--- config.mk ---
export PLATFORM = sky130hd
export DESIGN_NAME = snitch_tcdm_bank_arbiter
export DESIGN_NICKNAME = d
export VERILOG_FILES = /design/src/rtl/snitch_tcdm_bank_arbiter.sv
export SDC_FILE = /design/constraint.sdc
export NUM_CORES = 1
export LEC_CHECK = 0
export ABC_AREA = 1
export BUFFER_PORTS_ARGS = -buffer_cell sky130_fd_sc_hd__buf_4
export CAP_MARGIN = 20
export CORE_AREA = 2 2 154 156
export DETAILED_ROUTE_END_ITERATION = 16
export DIE_AREA = 0 0 156 158
export SLEW_MARGIN = 30
export SYNTH_ARGS = -nofsm -noshare
export SYNTH_HDL_FRONTEND = slang
export SYNTH_SLANG_ARGS = --single-unit
--- constraint.sdc ---
create_clock -name clk_i -period 2.5 [get_ports clk_i]
set_input_delay 0.5 -clock clk_i [delete_from_list [all_inputs] [get_ports clk_i]]
set_output_delay 0.5 -clock clk_i [all_outputs]
set_load 0.01 [all_outputs]
--- src/rtl/snitch_tcdm_bank_arbiter.sv ---
// Shares one fixed-latency TCDM bank port between NumReq requesters.
// Priority-aware round-robin with starvation escalation and a latency-matched response tag pipeline.
module snitch_tcdm_bank_arbiter #(
    parameter int unsigned NumReq                = 2,
    parameter int unsigned AddrWidth             = 10,
    parameter int unsigned DataWidth             = 64,
    parameter int unsigned UserWidth             = 1,
    parameter int unsigned MemoryResponseLatency = 1,
    parameter int unsigned MaxStarve             = 4
) (
    input  logic                            clk_i,
    input  logic                            rst_i,
    input  logic [NumReq-1:0]               req_valid_i,
    output logic [NumReq-1:0]               req_ready_o,
    input  logic [NumReq-1:0]               req_prio_i,
    input  logic [NumReq*AddrWidth-1:0]     req_addr_i,
    input  logic [NumReq-1:0]               req_write_i,
    input  logic [NumReq*DataWidth-1:0]     req_data_i,
    input  logic [NumReq*(DataWidth/8)-1:0] req_strb_i,
    input  logic [NumReq*UserWidth-1:0]     req_user_i,
    output logic [NumReq-1:0]               rsp_valid_o,
    output logic [DataWidth-1:0]            rsp_data_o,
    output logic                            mem_valid_o,
    input  logic                            mem_ready_i,
    output logic [AddrWidth-1:0]            mem_addr_o,
    output logic                            mem_write_o,
    output logic [DataWidth-1:0]            mem_data_o,
    output logic [(DataWidth/8)-1:0]        mem_strb_o,
    output logic [UserWidth-1:0]            mem_user_o,
    input  logic [DataWidth-1:0]            mem_rdata_i
);

    localparam int unsigned StrbWidth = DataWidth / 8;
    localparam int unsigned IdxWidth  = $clog2(NumReq);
    localparam int unsigned CntWidth  = $clog2(MaxStarve + 1);
    localparam int unsigned Lat       = MemoryResponseLatency;

    if (NumReq < 2) begin : g_bad_num_req
        $error("NumReq must be >= 2");
    end
    if (MemoryResponseLatency < 1) begin : g_bad_latency
        $error("MemoryResponseLatency must be >= 1");
    end
    if (MaxStarve < 1) begin : g_bad_max_starve
        $error("MaxStarve must be >= 1");
    end

    typedef enum logic {IDLE = 1'b0, HOLD = 1'b1} state_e;

    state_e                        r_state;
    state_e                        w_state_d;
    logic [IdxWidth-1:0]           r_gnt_q;
    logic [IdxWidth-1:0]           r_rr_ptr;
    logic [CntWidth-1:0]           r_starve_cnt [NumReq];
    logic [Lat-1:0]                r_tag_vld;
    logic [Lat-1:0][IdxWidth-1:0]  r_tag_idx;

    logic [NumReq-1:0]             w_starved;
    logic [NumReq-1:0]             w_cand;
    logic [IdxWidth-1:0]           w_arb_gnt;
    logic [IdxWidth-1:0]           w_gnt;
    logic [IdxWidth:0]             w_gnt_inc;
    logic                          w_mem_valid;
    logic                          w_hs;

    logic [AddrWidth-1:0]          w_addr [NumReq];
    logic [DataWidth-1:0]          w_data [NumReq];
    logic [StrbWidth-1:0]          w_strb [NumReq];
    logic [UserWidth-1:0]          w_user [NumReq];

    // Rotate candidates so the scan starts at ptr, then map the first hit back to an index.
    function automatic logic [IdxWidth-1:0] f_rr_pick(input logic [NumReq-1:0] cand,
                                                      input logic [IdxWidth-1:0] ptr);
        logic [2*NumReq-1:0] dbl;
        logic [NumReq-1:0]   rot;
        logic [IdxWidth:0]   off;
        logic [IdxWidth:0]   sum;
        logic                found;
        dbl   = {cand, cand} >> ptr;
        rot   = dbl[NumReq-1:0];
        off   = '0;
        found = 1'b0;
        for (int unsigned j = 0; j < NumReq; j++) begin
            if (!found && rot[j]) begin
                off   = (IdxWidth+1)'(j);
                found = 1'b1;
            end
        end
        sum = {1'b0, ptr} + off;
        if (sum >= (IdxWidth+1)'(NumReq)) begin
            sum = sum - (IdxWidth+1)'(NumReq);
        end
        return sum[IdxWidth-1:0];
    endfunction

    for (genvar i = 0; i < NumReq; i++) begin : g_req
        assign w_addr[i]    = req_addr_i[i*AddrWidth +: AddrWidth];
        assign w_data[i]    = req_data_i[i*DataWidth +: DataWidth];
        assign w_strb[i]    = req_strb_i[i*StrbWidth +: StrbWidth];
        assign w_user[i]    = req_user_i[i*UserWidth +: UserWidth];
        assign w_starved[i] = (r_starve_cnt[i] == CntWidth'(MaxStarve));

        // Requester must hold valid and payload until accepted.
        a_req_stable: assert property (@(posedge clk_i) disable iff (rst_i)
            (req_valid_i[i] && !req_ready_o[i]) |=>
            (req_valid_i[i] && $stable(req_write_i[i]) &&
             $stable(req_addr_i[i*AddrWidth +: AddrWidth]) &&
             $stable(req_data_i[i*DataWidth +: DataWidth]) &&
             $stable(req_strb_i[i*StrbWidth +: StrbWidth]) &&
             $stable(req_user_i[i*UserWidth +: UserWidth])));
    end

    // Arbitration: prioritised or starved requesters first, else any valid one.
    always_comb begin
        w_cand = req_valid_i & (req_prio_i | w_starved);
        if (w_cand == '0) begin
            w_cand = req_valid_i;
        end
        w_arb_gnt = f_rr_pick(w_cand, r_rr_ptr);
    end

    always_ff @(posedge clk_i or posedge rst_i) begin
        if (rst_i) begin
            r_state <= IDLE;
        end else begin
            r_state <= w_state_d;
        end
    end

    always_comb begin
        w_state_d = r_state;
        case (r_state)
            IDLE:    if (w_mem_valid && !mem_ready_i) w_state_d = HOLD;
            HOLD:    if (w_mem_valid && mem_ready_i)  w_state_d = IDLE;
            default: w_state_d = IDLE;
        endcase
    end

    // HOLD pins the grant so the bank sees a stable request under backpressure.
    always_comb begin
        w_gnt       = (r_state == HOLD) ? r_gnt_q : w_arb_gnt;
        w_mem_valid = !rst_i && ((r_state == HOLD) || (|req_valid_i));
        req_ready_o = '0;
        if (w_mem_valid && mem_ready_i) begin
            req_ready_o = NumReq'(1) << w_gnt;
        end
    end

    assign w_hs        = w_mem_valid & mem_ready_i;
    assign w_gnt_inc   = {1'b0, w_gnt} + (IdxWidth+1)'(1);
    assign mem_valid_o = w_mem_valid;
    assign mem_addr_o  = w_addr[w_gnt];
    assign mem_write_o = req_write_i[w_gnt];
    assign mem_data_o  = w_data[w_gnt];
    assign mem_strb_o  = w_strb[w_gnt];
    assign mem_user_o  = w_user[w_gnt];

    always_ff @(posedge clk_i or posedge rst_i) begin
        if (rst_i) begin
            r_gnt_q  <= '0;
            r_rr_ptr <= '0;
        end else begin
            if (r_state == IDLE && w_state_d == HOLD) begin
                r_gnt_q <= w_gnt;
            end
            if (w_hs) begin
                r_rr_ptr <= (w_gnt_inc == (IdxWidth+1)'(NumReq)) ? '0 : w_gnt_inc[IdxWidth-1:0];
            end
        end
    end

    always_ff @(posedge clk_i or posedge rst_i) begin
        if (rst_i) begin
            for (int unsigned i = 0; i < NumReq; i++) begin
                r_starve_cnt[i] <= '0;
            end
        end else begin
            for (int unsigned i = 0; i < NumReq; i++) begin
                if (req_ready_o[i]) begin
                    r_starve_cnt[i] <= '0;
                end else if (req_valid_i[i] && !w_starved[i]) begin
                    r_starve_cnt[i] <= r_starve_cnt[i] + CntWidth'(1);
                end
            end
        end
    end

    // Tag pipeline mirrors the bank latency so each response finds its requester.
    always_ff @(posedge clk_i or posedge rst_i) begin
        if (rst_i) begin
            r_tag_vld <= '0;
            r_tag_idx <= '0;
        end else begin
            r_tag_vld[0] <= w_hs;
            r_tag_idx[0] <= w_hs ? w_gnt : '0;
            for (int unsigned i = 1; i < Lat; i++) begin
                r_tag_vld[i] <= r_tag_vld[i-1];
                r_tag_idx[i] <= r_tag_idx[i-1];
            end
        end
    end

    for (genvar i = 0; i < NumReq; i++) begin : g_rsp
        assign rsp_valid_o[i] = r_tag_vld[Lat-1] && (r_tag_idx[Lat-1] == IdxWidth'(i));
    end
    assign rsp_data_o = mem_rdata_i;

endmodule
==> summary by stage, run 1 <==
Clocking
TritonCTS built the clock tree. The post-CTS clock slew at the launch and capture registers of the worst setup and hold paths is 0.04 ns. For the worst-skew pair, the clock arrives at the later sink with an insertion delay of 0.24 ns. The clock net in this run drives a total of 11 sinks. In this run the deepest clock path goes through 2 buffers. Hold repair after CTS inserted 0 buffers. The number of clock buffers added by TritonCTS is 3. The buffer type at the clock tree root is clkbuf_16. The maximum level of the CTS H-tree is 1.

Synth
In this run, synthesis produced a sequential element count of 11. Yosys printed 0 warnings. Counting every instance in the synthesized netlist gives 423.

The synthesized area per cell is 5.47 sq um. The cell area after synthesis is 0.00231 sq mm. The distinct cell type count of the synthesized netlist is 19. The register area share after synthesis is 11.9%. The number of nets in the synthesized netlist is 666. The share of the synthesized area in the top cell type is 30.0%. The dominant cell type by area after synthesis is nand2_1. The fraction of synthesis flops using an asynchronous set or reset pin is 100%. The number of synthesized flops with an enable pin is 0. After synthesis, the cell types taking the most area are nand2_1, buf_4, nand3_1, dfrtp_1, inv_1.

Among all flip-flop cells after synthesis, the most frequent one is dfrtp_1.

Timing
The final worst slack is 0.0366 ns. The final critical-path share of the clock period is 98.5%. Setup repair after global routing could not meet its margin everywhere. After layout, the minimum clock period comes to 2.46 ns. The number of endpoints with negative hold slack in the final report is 0. Setup violations remaining at the end of the flow were counted as 0.

The maximum frequency from static timing analysis is 406 MHz. The minimum hold slack is 0.272 ns. The worst clock skew is 0.00322 ns. For the pin with the worst max-slew slack, the measured transition is 0.431 ns. The count of pins over their slew limit is 0. The worst-case headroom to the max-slew limit is 71.2%.

Flow run
The max-capacitance violation count is 0.

Die
The die covers 0.0246 sq mm. The core region is 0.0231 sq mm. 392 I/O pins were placed. The count of standard-cell rows is 56. The initial core utilization is 10.0%.

The x dimension of the die is 156 um. The die is 158 um tall.

GRT
The initial antenna violation count is 1. Global routing used 7.94% of the available tracks. The maximum number of pins on one net before global-route repair is 48. The first global-routing pass estimated 15,100 um of wire. For this run the aggregate overflow at the end of global routing stands at 0. The number of global-route vias before repair is 2,942.

Routing
The final layout contains routed wiring with a total length of 15,200 um. The initial DRC count is 147. The remaining design rule violation count is 0. After detailed routing, the number of vias per cell comes to 3.80. The count of nets left with antenna violations once routing finished came out at 0. The number of detailed-routing iterations run before antenna repair is 4. Dividing the detail-routed wire length by the instance count gives 16.5 um. The number of vias in the routed layout is 3,522.

Power
The largest vdd supply drop is 244 uV. The total power density per cell area is 684 mW/mm^2. The total leakage power is 2.86 nW.

Critical path
The worst reg-to-reg path cell count is 11. STA classifies the critical path endpoint as an output port. The required time at the endpoint of the critical path is 2.00 ns. The register-to-register setup slack is 0.84 ns. The endpoint identified for the worst register-to-register timing path is r_starve_cnt[3]. The category of the critical setup timing path is register to output port. The origin of the critical flop-to-flop path is r_starve_cnt[1]. STA classifies the critical path startpoint as a register. The signal arrival time at the worst endpoint is 1.96 ns.

The highest net fanout along the worst path is 9.

Placed design
The placed wire-length estimate is 9560 um. The port buffer count is 263. OpenSTA, run right after detailed placement, puts the worst setup slack at 0.237 ns. The final weighted congestion of routability-driven global placement is 0.730.

Finish
The layout has 2,564 filler cells. The layout cell share with drive strength beyond 1 is 58.2%. Compared with the post-synthesis result, the final layout area differs by 120%. The number of antenna cells inserted is 0. The final net count is 880. Measured on the finished design, the core utilization comes to 22.1%.

Outcome
The flow ran to the end, and the final reports show no timing, DRC or antenna violations.

Hold path
The worst hold path belongs to the class input port to asynchronous set/reset pin.
[cell type report]
type / instances / area, sq um / share of cell area, %
multi-input cells: 303 / 1630 / 32.1
flip-flops and latches: 11 / 275 / 5.41
clock buffers: 3 / 75.1 / 1.48
well taps: 290 / 363 / 7.14
inverters: 20 / 75.1 / 1.48
repair buffers: 298 / 2660 / 52.3
clock inverters: 1 / 5.00 / 0.0984
[through the flow]
step	cells	power, mW	setup TNS, ns	area [sq um]
2_1_floorplan	423	1.46	0	2310
3_3_place_gp	892	2.40	0	4160
3_5_place_dp	892	2.41	0	4160
4_1_cts	896	2.72	0	4250
5_1_grt	926	3.75	-4.97	5080
6_report	926	3.48	0	5080
[worst max path at each step]
stage,to,from
after detailed placement,mem_data_o[43],r_starve_cnt[0]
final,mem_data_o[35],r_starve_cnt[1]
after global routing,mem_data_o[14],r_starve_cnt[0]
after floorplan,mem_data_o[10],r_starve_cnt[0]
after CTS,mem_data_o[43],r_starve_cnt[0]
after global placement,mem_data_o[47],r_starve_cnt[0]
[cell families after synthesis]
logic type / synth area share, %
AND/OR/NAND/NOR: 51.8
multiplexers: 0.487
adder cells (fa/ha/maj): 2.16
buffers and inverters: 30.6
flip-flops: 11.9
AO/OA/AOI/OAI: 1.51
XOR/XNOR: 1.52
[timing repair]
item                                    CTS  global route
setup buffers                             0             9
hold endpoints to repair                  0             0
cloned                                    0            21
gates resized for setup                   1           108
endpoints found under the setup margin    6            86
pin swaps                                 0            12
[power by group]
part | switching, mW | internal [mW] | leakage (nW)
combinational | 1.43 | 1.46 | 2.68
sequential | 0.0533 | 0.241 | 0.137
clock | 0.0786 | 0.212 | 0.0409
[metal layers]
| layer | vias up | track usage (%) | part of all wire [%] |
|---|---|---|---|
| met5 | - | 0 | 0.085 |
| met4 | 2 | 2.93 | 2.8 |
| met3 | 38 | 3.09 | 9.2 |
| met2 | 212 | 14.5 | 51 |
| met1 | 1576 | 8.24 | 37 |
| li1 | 1694 | - | - |
[registers in the layout, summed over array words and instances, names as in the netlist]
register and flops:
r_tag_vld 1, r_rr_ptr 1, r_starve_cnt 6, r_state 1, r_gnt_q 1, r_tag_idx 1
[Yosys cell counts (3+ instances only)]
| master | instances |
|---|---|
| clkbuf_1 | 7 |
| inv_1 | 20 |
| nand2_2 | 3 |
| buf_1 | 4 |
| dfrtp_1 | 11 |
| nand3_1 | 90 |
| ha_1 | 4 |
| nor2_1 | 5 |
| buf_6 | 3 |
| nand2_1 | 185 |
| buf_4 | 69 |
| buf_2 | 8 |
| a21oi_1 | 5 |
[cell usage in the layout, fill, tap and decap left out, drive strengths merged, types with 2 or more instances in the layout]
cell,count
nand3,91
buf,289
nor2,5
a21oi,5
xor2,2
ha,4
nand2,190
xnor2,2
clkbuf,12
dfrtp,11
inv,20
o21ai,2
[critical path, stage by stage, from the launching register on]
cell     delay (ns)
dfrtp_1        0.35
inv_1          0.05
ha_2           0.19
nand2_4        0.07
nand3_2        0.07
nand2_2        0.09
nand3_4        0.10
nand2_8        0.18
buf_12         0.18
buf_8          0.15
nand3_1        0.08
nand2_1        0.09
buf_4          0.12
Note: power is estimated with default switching activity, not from simulation.
==> inputs of run 2 (changes only) <==
==> config.mk (replaced) <==
export PLATFORM = sky130hd
export DESIGN_NAME = snitch_tcdm_bank_arbiter
export DESIGN_NICKNAME = d
export VERILOG_FILES = /design/src/rtl/snitch_tcdm_bank_arbiter.sv
export SDC_FILE = /design/constraint.sdc
export NUM_CORES = 1
export LEC_CHECK = 0
export ABC_AREA = 1
export CAP_MARGIN = 20
export CORE_AREA = 2 2 153 155
export DETAILED_ROUTE_END_ITERATION = 16
export DIE_AREA = 0 0 155 157
export DONT_BUFFER_PORTS = 1
export MAX_ROUTING_LAYER = met4
export SYNTH_ARGS = -nofsm -noshare
export SYNTH_HDL_FRONTEND = slang
export SYNTH_SLANG_ARGS = --single-unit
==> summary by stage, run 2 (synthesized netlist as in run 1, its figures left out) <==
Outcome
Status: complete, no violations (unchanged).

Power
The largest vdd supply drop is 285 uV (was 244 uV). The total leakage power is 1.28 nW (was 2.86 nW). The total power density per cell area is 885 mW/mm^2 (was 684 mW/mm^2). The total power is 2.15 mW (was 3.48 mW).

Critical path
The origin of the critical flop-to-flop path is r_starve_cnt[0] (was r_starve_cnt[1]). The sort of element at the end of the critical path is an output port (unchanged). The critical path's largest stage delay came to 0.36 ns (was 0.35 ns). The highest net fanout along the worst path came to 23 (was 9). The startpoint kind of the worst setup timing path is a register (unchanged). The cell with the largest stage delay on the worst path is dfrtp_1 (unchanged).

The required time at the endpoint of the critical path came to 2.00 ns (about the same). The worst reg-to-reg path cell count is 11 (unchanged). The category of the critical setup timing path is register to output port (unchanged). The terminus of the critical flop-to-flop path is r_starve_cnt[5] (was r_starve_cnt[3]).

The register-to-register setup slack is 0.80 ns (was 0.84 ns). The signal arrival time at the worst endpoint is 1.87 ns (was 1.96 ns). The cell repeated most along the worst path is nand2_1. Worst path cell trace: inv_1, ha_1, nand2_2, nand2_1, nand2_1, nand3_2, nand2_4, nand2_8, clkbuf_16, nand2_1, nand2_1 (was inv_1, ha_2, nand2_4, nand3_2, nand2_2, nand3_4, nand2_8, buf_12, buf_8, nand3_1, nand2_1, buf_4).

Timing
The maximum frequency from static timing analysis is 422 MHz (was 406 MHz). The final critical-path share of the clock period is 94.8% (was 98.5%). RSZ-0062 raised after global routing: no (was yes).

The setup total negative slack is 0 ns (unchanged). The worst clock skew is 0.000790 ns (was 0.00322 ns). The final critical delay including setup and external delays came to 2.37 ns (was 2.46 ns). The worst-case headroom to the max-slew limit is 70.6% (was 71.2%). The count of pins over their slew limit is 0 (unchanged). The number of endpoints with negative hold slack in the final report is 0 (unchanged). The count of final setup violators is 0 (unchanged).

The actual transition at the worst max-transition pin came to 0.440 ns (was 0.431 ns).

GRT
The initial antenna violation count is 0 (was 1). The residual overflow from global routing is 0 (unchanged). The wire length of the first global-routing pass is 11,000 um (was 15,100 um). The global-route total usage across every layer is 6.38% (was 7.94%). The number of global-route vias before repair is 1,850 (was 2,942). The maximum number of pins on one net before global-route repair is 87 (was 48).

Finish
The number of standard cells in the final layout excluding fillers is 634 (was 926). The area of all placed cells without fillers is 0.00242 sq mm (was 0.00508 sq mm). The combined area of the multi-input logic cells is 0.00139 sq mm (was 0.00163 sq mm). The most frequent standard cell in the layout excluding fill and tap cells was nand2_1 (was buf_4). The register area was 275 sq um (unchanged). The number of inserted filler cells in the final layout is 2,609 (was 2,564). The layout cell share with drive strength beyond 1 came to 9.74% (was 58.2%). The number of flip-flops in the largest register is 6 (unchanged). Most frequent cells in the layout: nand2_1, nand3_1, inv_1 (was buf_4, nand2_1, nand3_1).

The share of the core filled with cells in the final layout is 10.8% (was 22.1%). The signed area change from the synthesized netlist to the final layout was 4.87% (was 120%). The register containing the most flip-flops in the final layout is r_starve_cnt (unchanged). The final net count is 593 (was 880). The number of antenna cells inserted is 0 (unchanged).

Routing
The remaining design rule violation count was 0 (unchanged). The number of vias per cell came to 3.90 (was 3.80). The routed wire length per instance is 17.6 um (was 16.5 um). The number of vias in the routed layout is 2,473 (was 3,522).

The number of detailed-routing iterations run before antenna repair is 4 (unchanged). The initial DRC count is 109 (was 147). The aggregate routed wire length is 11,100 um (was 15,200 um).

The post-route antenna net violation count was 0 (unchanged).

Placed design
The total placed instance area is 0.00214 sq mm (was 0.00416 sq mm). The cell total after placement came to 622 (was 892). The port buffer count is 0 (was 263). The placed wire-length estimate is 7840 um (was 9560 um). The final weighted congestion of routability-driven global placement is 0.831 (was 0.730).

Die
The area of the die is 0.0243 sq mm (was 0.0246 sq mm). The x dimension of the die was 155 um (was 156 um). The initial core utilization is 10.3% (was 10.0%). The area inside the core boundary is 0.0225 sq mm (was 0.0231 sq mm). The I/O pin total is 392 (unchanged).

The count of standard-cell rows is 55 (was 56). The die height came to 157 um (was 158 um).

Hold path
The class of the worst hold path is input port to asynchronous set/reset pin (unchanged).

Clocking
The buffer type at the clock tree root is clkbuf_16 (unchanged). The maximum level of the CTS H-tree is 1 (unchanged). The clock sink count is 11 (unchanged).

The largest buffer count on any clock path was 2 (unchanged). The number of clock buffers inserted by TritonCTS came to 3 (unchanged). The clock tree from TritonCTS is built (unchanged).

The post-CTS clock slew at the launch and capture registers of the worst setup and hold paths is 0.04 ns (about the same). The hold buffer count at cts is 0 (unchanged). The clock insertion delay at the later pin of the skew report came to 0.24 ns (about the same).

Flow run
The max-capacitance violation count was 0 (unchanged).
## run 2: cell types whose count changed in the layout (fill, tap and decap cells not counted), moves of 3 or more
cell,delta
clkbuf_16,-5
nand2_1,+40
buf_4,-242
nand3_1,+3
nand2_2,-28
nand2_4,-12
buf_6,-32
buf_8,-3
## run 2: how the worst max path moves through the flow
stage / startpoint / endpoint / slack [ns] / cells after the start
floorplan: r_starve_cnt[0] / mem_data_o[10] / 0.54 / 11
global placement: r_starve_cnt[0] / mem_data_o[49] / 0.20 / 10
detailed placement: r_starve_cnt[0] / mem_data_o[49] / 0.12 / 10
CTS: r_starve_cnt[0] / mem_data_o[49] / 0.02 / 10
global route: r_starve_cnt[0] / mem_strb_o[2] / 0.02 / 11
finish: r_starve_cnt[0] / mem_strb_o[2] / 0.13 / 11
## run 2: report_power, final
part,switching [mW],total [mW],internal (mW)
logic,1.06,1.56,0.507
clock network,0.0771,0.291,0.214
registers,0.0496,0.291,0.242
total,1.18,2.15,0.963
## run 2: stage by stage
stage / worst slack (ns) / hold WS (ns)
3_5_place_dp: 0.125 / 0.422
2_1_floorplan: 0.542 / 0.352
3_3_place_gp: 0.201 / 0.412
4_1_cts: 0.0240 / 0.172
6_report: 0.129 / 0.153
5_1_grt: 0.0210 / 0.201
## run 2: per-layer routing
layer	vias to the layer above	GRT usage, %	part of all wire, %
met3	44	2.42	11
met5	-	-	0
met2	219	11.2	49
li1	1113	-	-
met4	0	3.97	4.9
met1	1097	5.91	35
## run 2: final cells by class
type	instances	area share [%]
Clock buffer	4	3.25
Inverter	20	3.10
Tap cell	285	14.7
Sequential cell	11	11.4
Timing Repair Buffer	13	10.2
Multi-Input combinational cell	301	57.4
## run 2: repair_timing
| item | in CTS | in global routing |
|---|---|---|
| setup buffers | 0 | 3 |
| resized for setup | 2 | 14 |
| gates cloned | 0 | 5 |
| endpoints found under the hold margin | 0 | 0 |
| setup endpoints to repair | 4 | 8 |
| pin swaps | 0 | 1 |
## run 2: critical path: cells and delay by family (launching register included)
family	cells	cell delay [ns]
adder cells (fa/ha/maj)	1	0.20
AND/OR/NAND/NOR	8	0.78
flip-flops	1	0.36
buffers and inverters	2	0.27
==> inputs of run 3 (changes only) <==
--- a/config.mk
+++ b/config.mk
@@ -5,8 +5,7 @@
 export SDC_FILE = /design/constraint.sdc
 export NUM_CORES = 1
 export LEC_CHECK = 0
-export ABC_AREA = 1
-export CAP_MARGIN = 20
+export ABC_AREA = 0
 export CORE_AREA = 2 2 153 155
 export DETAILED_ROUTE_END_ITERATION = 16
 export DIE_AREA = 0 0 155 157
==> summary by stage, run 3 <==
Outcome
Status: finished with violations (was complete, no violations). The checks that failed: negative setup slack.

Critical path
The family of cells with the greatest summed delay on the critical path was compound AO/OA/AOI/OAI gates (was simple AND/OR/NAND/NOR gates). The register-to-register setup slack came to 0.34 ns (was 0.80 ns). The category of the critical setup timing path is register to output port (unchanged). The required time at the endpoint of the critical path is 2.00 ns (about the same).

The count of buffering cells on the critical path with inverters included was 2 (unchanged). The highest net fanout along the worst path came to 56 (was 23). The cell with the largest stage delay on the worst path is a221o_4 (was dfrtp_1). Worst path cell trace: inv_2, ha_4, a21oi_4, o221a_4, a221o_4, buf_12, mux2_4 (was inv_1, ha_1, nand2_2, nand2_1, nand2_1, nand3_2, nand2_4, nand2_8, clkbuf_16, nand2_1, nand2_1).

The startpoint kind of the worst setup timing path is a register (unchanged). The signal arrival time at the worst endpoint is 2.31 ns (was 1.87 ns). The critical path's largest stage delay came to 0.43 ns (was 0.36 ns). The sort of element at the end of the critical path is an output port (unchanged).

Timing
RSZ-0062 raised after global routing: yes (was no). The actual transition at the worst max-transition pin is 0.472 ns (was 0.440 ns). The final worst slack is -0.308 ns (was 0.129 ns). The minimum hold slack is 0.163 ns (was 0.153 ns). The worst clock skew was 0.00321 ns (was 0.000790 ns). The count of pins over their slew limit came to 0 (unchanged). The count of final setup violators was 85 (was 0). The maximum frequency from static timing analysis is 356 MHz (was 422 MHz). The number of endpoints with negative hold slack in the final report is 0 (unchanged).

The final critical delay including setup and external delays is 2.81 ns (was 2.37 ns). The final critical-path share of the clock period is 112% (was 94.8%). The worst-case headroom to the max-slew limit is 68.5% (was 70.6%).

Die
The I/O pin total is 392 (unchanged). The x dimension of the die is 155 um (unchanged). The count of standard-cell rows is 55 (unchanged). The initial core utilization is 9.67% (was 10.3%).

The area of the die is 0.0243 sq mm (unchanged). The area inside the core boundary is 0.0225 sq mm (unchanged). The die height is 157 um (unchanged).

Routing
The post-route antenna net violation count is 0 (unchanged). The remaining design rule violation count is 0 (unchanged). The number of detailed-routing iterations run before antenna repair came to 4 (unchanged). The aggregate routed wire length is 9090 um (was 11,100 um). The number of vias per cell came to 3.30 (was 3.90). The number of vias in the routed layout came to 1,513 (was 2,473). The initial DRC count is 31 (was 109). The routed wire length per instance was 19.8 um (was 17.6 um).

Finish
The layout cell share with drive strength beyond 1 is 67.8% (was 9.74%). The number of flip-flops in the largest register came to 6 (unchanged). The final net count is 415 (was 593). Most frequent cells in the layout: mux2_2, mux2_4, dfrtp_1 (was nand2_1, nand3_1, inv_1). The register containing the most flip-flops in the final layout is r_starve_cnt (unchanged). The most frequent standard cell in the layout excluding fill and tap cells is mux2_2 (was nand2_1). The share of the core filled with cells in the final layout is 10.4% (was 10.8%). The signed area change from the synthesized netlist to the final layout is 7.01% (was 4.87%).

Synth
The number of synthesized flops with an enable pin is 0 (unchanged). The cell area after synthesis came to 0.00218 sq mm (was 0.00231 sq mm). The synthesized netlist net count was 468 (was 666). Synth area leaders: mux2_2, buf_4, dfrtp_1, mux2_4, a21oi_1 (was nand2_1, buf_4, nand3_1, dfrtp_1, inv_1). The distinct cell type count of the synthesized netlist is 24 (was 19).

Most instantiated cells after synthesis: mux2_2, buf_4, mux2_4 (was nand2_1, nand3_1, buf_4). The synthesized area per cell is 9.68 sq um (was 5.47 sq um). The dominant cell type by area after synthesis was mux2_2 (was nand2_1). The fraction of synthesis flops using an asynchronous set or reset pin is 100% (unchanged). The count of synthesis-stage warnings from yosys was 0 (unchanged). The library cell with the highest instance count after synthesis is mux2_2 (was nand2_1). The number of instances in the synthesized netlist is 225 (was 423). The post-synthesis sequential element count is 11 (unchanged).

The commonest register cell after synthesis was dfrtp_1 (unchanged). The register area share after synthesis is 12.6% (was 11.9%). The share of the synthesized area in the top cell type is 35.7% (was 30.0%).

Clocking
The hold buffer count at cts is 0 (unchanged). The post-CTS clock slew at the launch and capture registers of the worst setup and hold paths is 0.05 ns (was 0.04 ns). The clock tree from TritonCTS is built (unchanged). The largest buffer count on any clock path is 2 (unchanged).

The maximum level of the CTS H-tree is 1 (unchanged). The clock sink count is 11 (unchanged). The number of clock buffers inserted by TritonCTS is 3 (unchanged).

The clock insertion delay at the later pin of the skew report was 0.24 ns (about the same). The buffer type at the clock tree root is clkbuf_16 (unchanged).

Power
The total leakage power is 0.859 nW (was 1.28 nW). The total power density per cell area came to 1000 mW/mm^2 (was 885 mW/mm^2). The largest vdd supply drop is 494 uV (was 285 uV).

GRT
The initial antenna violation count is 3 (was 0). The maximum number of pins on one net before global-route repair was 57 (was 87). The global-route total usage across every layer is 6.45% (was 6.38%). The number of global-route vias before repair is 1,452 (was 1,850). The wire length of the first global-routing pass is 10,500 um (was 11,000 um). The residual overflow from global routing came to 0 (unchanged).

Flow run
The max-capacitance violation count is 0 (unchanged).

Placed design
The placed wire-length estimate was 7400 um (was 7840 um). The port buffer count is 0 (unchanged). The final weighted congestion of routability-driven global placement is 0.714 (was 0.831).

Hold path
The class of the worst hold path is input port to asynchronous set/reset pin (unchanged).
run 3: changes by cell type in the layout (fill, tap and decap cells not counted), moves of 8 or more:
cell and change:
nand3_1 -87, nand2_2 -10, inv_1 -16, mux2_4 +17, mux2_2 +67, buf_4 +8, nand2_1 -169
run 3: cell families (layout without fill, tap and decap cells):
| group | after synthesis | count (layout) | share of synthesized area [%] |
|---|---|---|---|
| muxes | 87 | 87 | 47.6 |
| buffers and inverters | 82 | 28 | 26.6 |
| and+or+nand+nor | 21 | 21 | 4.20 |
| AOI/OAI and AO/OA | 18 | 18 | 5.80 |
| DFF | 11 | 11 | 12.6 |
| adders and majority gates | 4 | 4 | 2.30 |
| xor gates and xnor gates | 2 | 2 | 0.805 |
| other | 0 | 2 | 0 |
run 3: layout make-up:
type | instances | area, sq um
diodes | 2 | 5.00
clock buffers | 4 | 78.8
fillers | 2550 | 20200
inverters | 8 | 30.0
multi-input cells | 132 | 1380
flip-flops and latches | 11 | 275
well taps | 285 | 357
repair buffers | 16 | 201
run 3: metrics by stage:
stage / power, mW / TNS, ns / instance area [sq um] / instances / worst slack, ns
floorplan: 1.67 / 0 / 2200 / 225 / 0.00963
global placement: 1.77 / -0.0334 / 2090 / 445 / -0.0280
detailed placement: 1.79 / -0.106 / 2090 / 445 / -0.0497
CTS: 2.32 / -17.76 / 2300 / 455 / -0.274
global route: 2.48 / -21.97 / 2330 / 458 / -0.330
finish: 2.34 / -18.20 / 2330 / 458 / -0.308
run 3: repair_timing:
action                                  CTS  global route
endpoints found under the setup margin   85            85
cloned                                    2             0
setup buffers                             4             1
resized for setup                         9             4
run 3: worst paths after layout:
| check | end | startpoint | cells past startpoint |
|---|---|---|---|
| setup / recovery | mem_addr_o[1] | r_starve_cnt[0] | 7 |
| hold / removal | r_rr_ptr | rst_i | 1 |
| setup reg to reg | r_starve_cnt[5] | r_starve_cnt[0] | 9 |
| hold reg to reg | r_gnt_q | r_gnt_q | 1 |
| max in group asynchronous | r_gnt_q | rst_i | 1 |
| min in group clk_i | r_state | mem_ready_i | 1 |
run 3: routing by layer:
metal / vias to the layer above / track usage [%] / routed length [um]
met5: - / - / 0
met4: 0 / 1.41 / 83
met3: 8 / 2.40 / 968
met2: 194 / 9.67 / 4220
met1: 698 / 8.25 / 3820
li1: 613 / - / -
run 3: where the power goes:
group / switching, mW / total, mW / internal, mW / leakage [nW]
logic: 0.851 / 1.74 / 0.885 / 0.685
clock network: 0.0886 / 0.304 / 0.215 / 0.0382
registers: 0.0527 / 0.301 / 0.248 / 0.135
run 3: worst reg2reg max path, cell delays in order (launching register included):
cell and delay [ns]:
dfrtp_1 0.39, inv_2 0.09, ha_4 0.16, a21oi_4 0.06
o221a_4 0.27, a221o_4 0.43, buf_12 0.16, buf_16 0.15
buf_4 0.15, a221oi_2 0.24
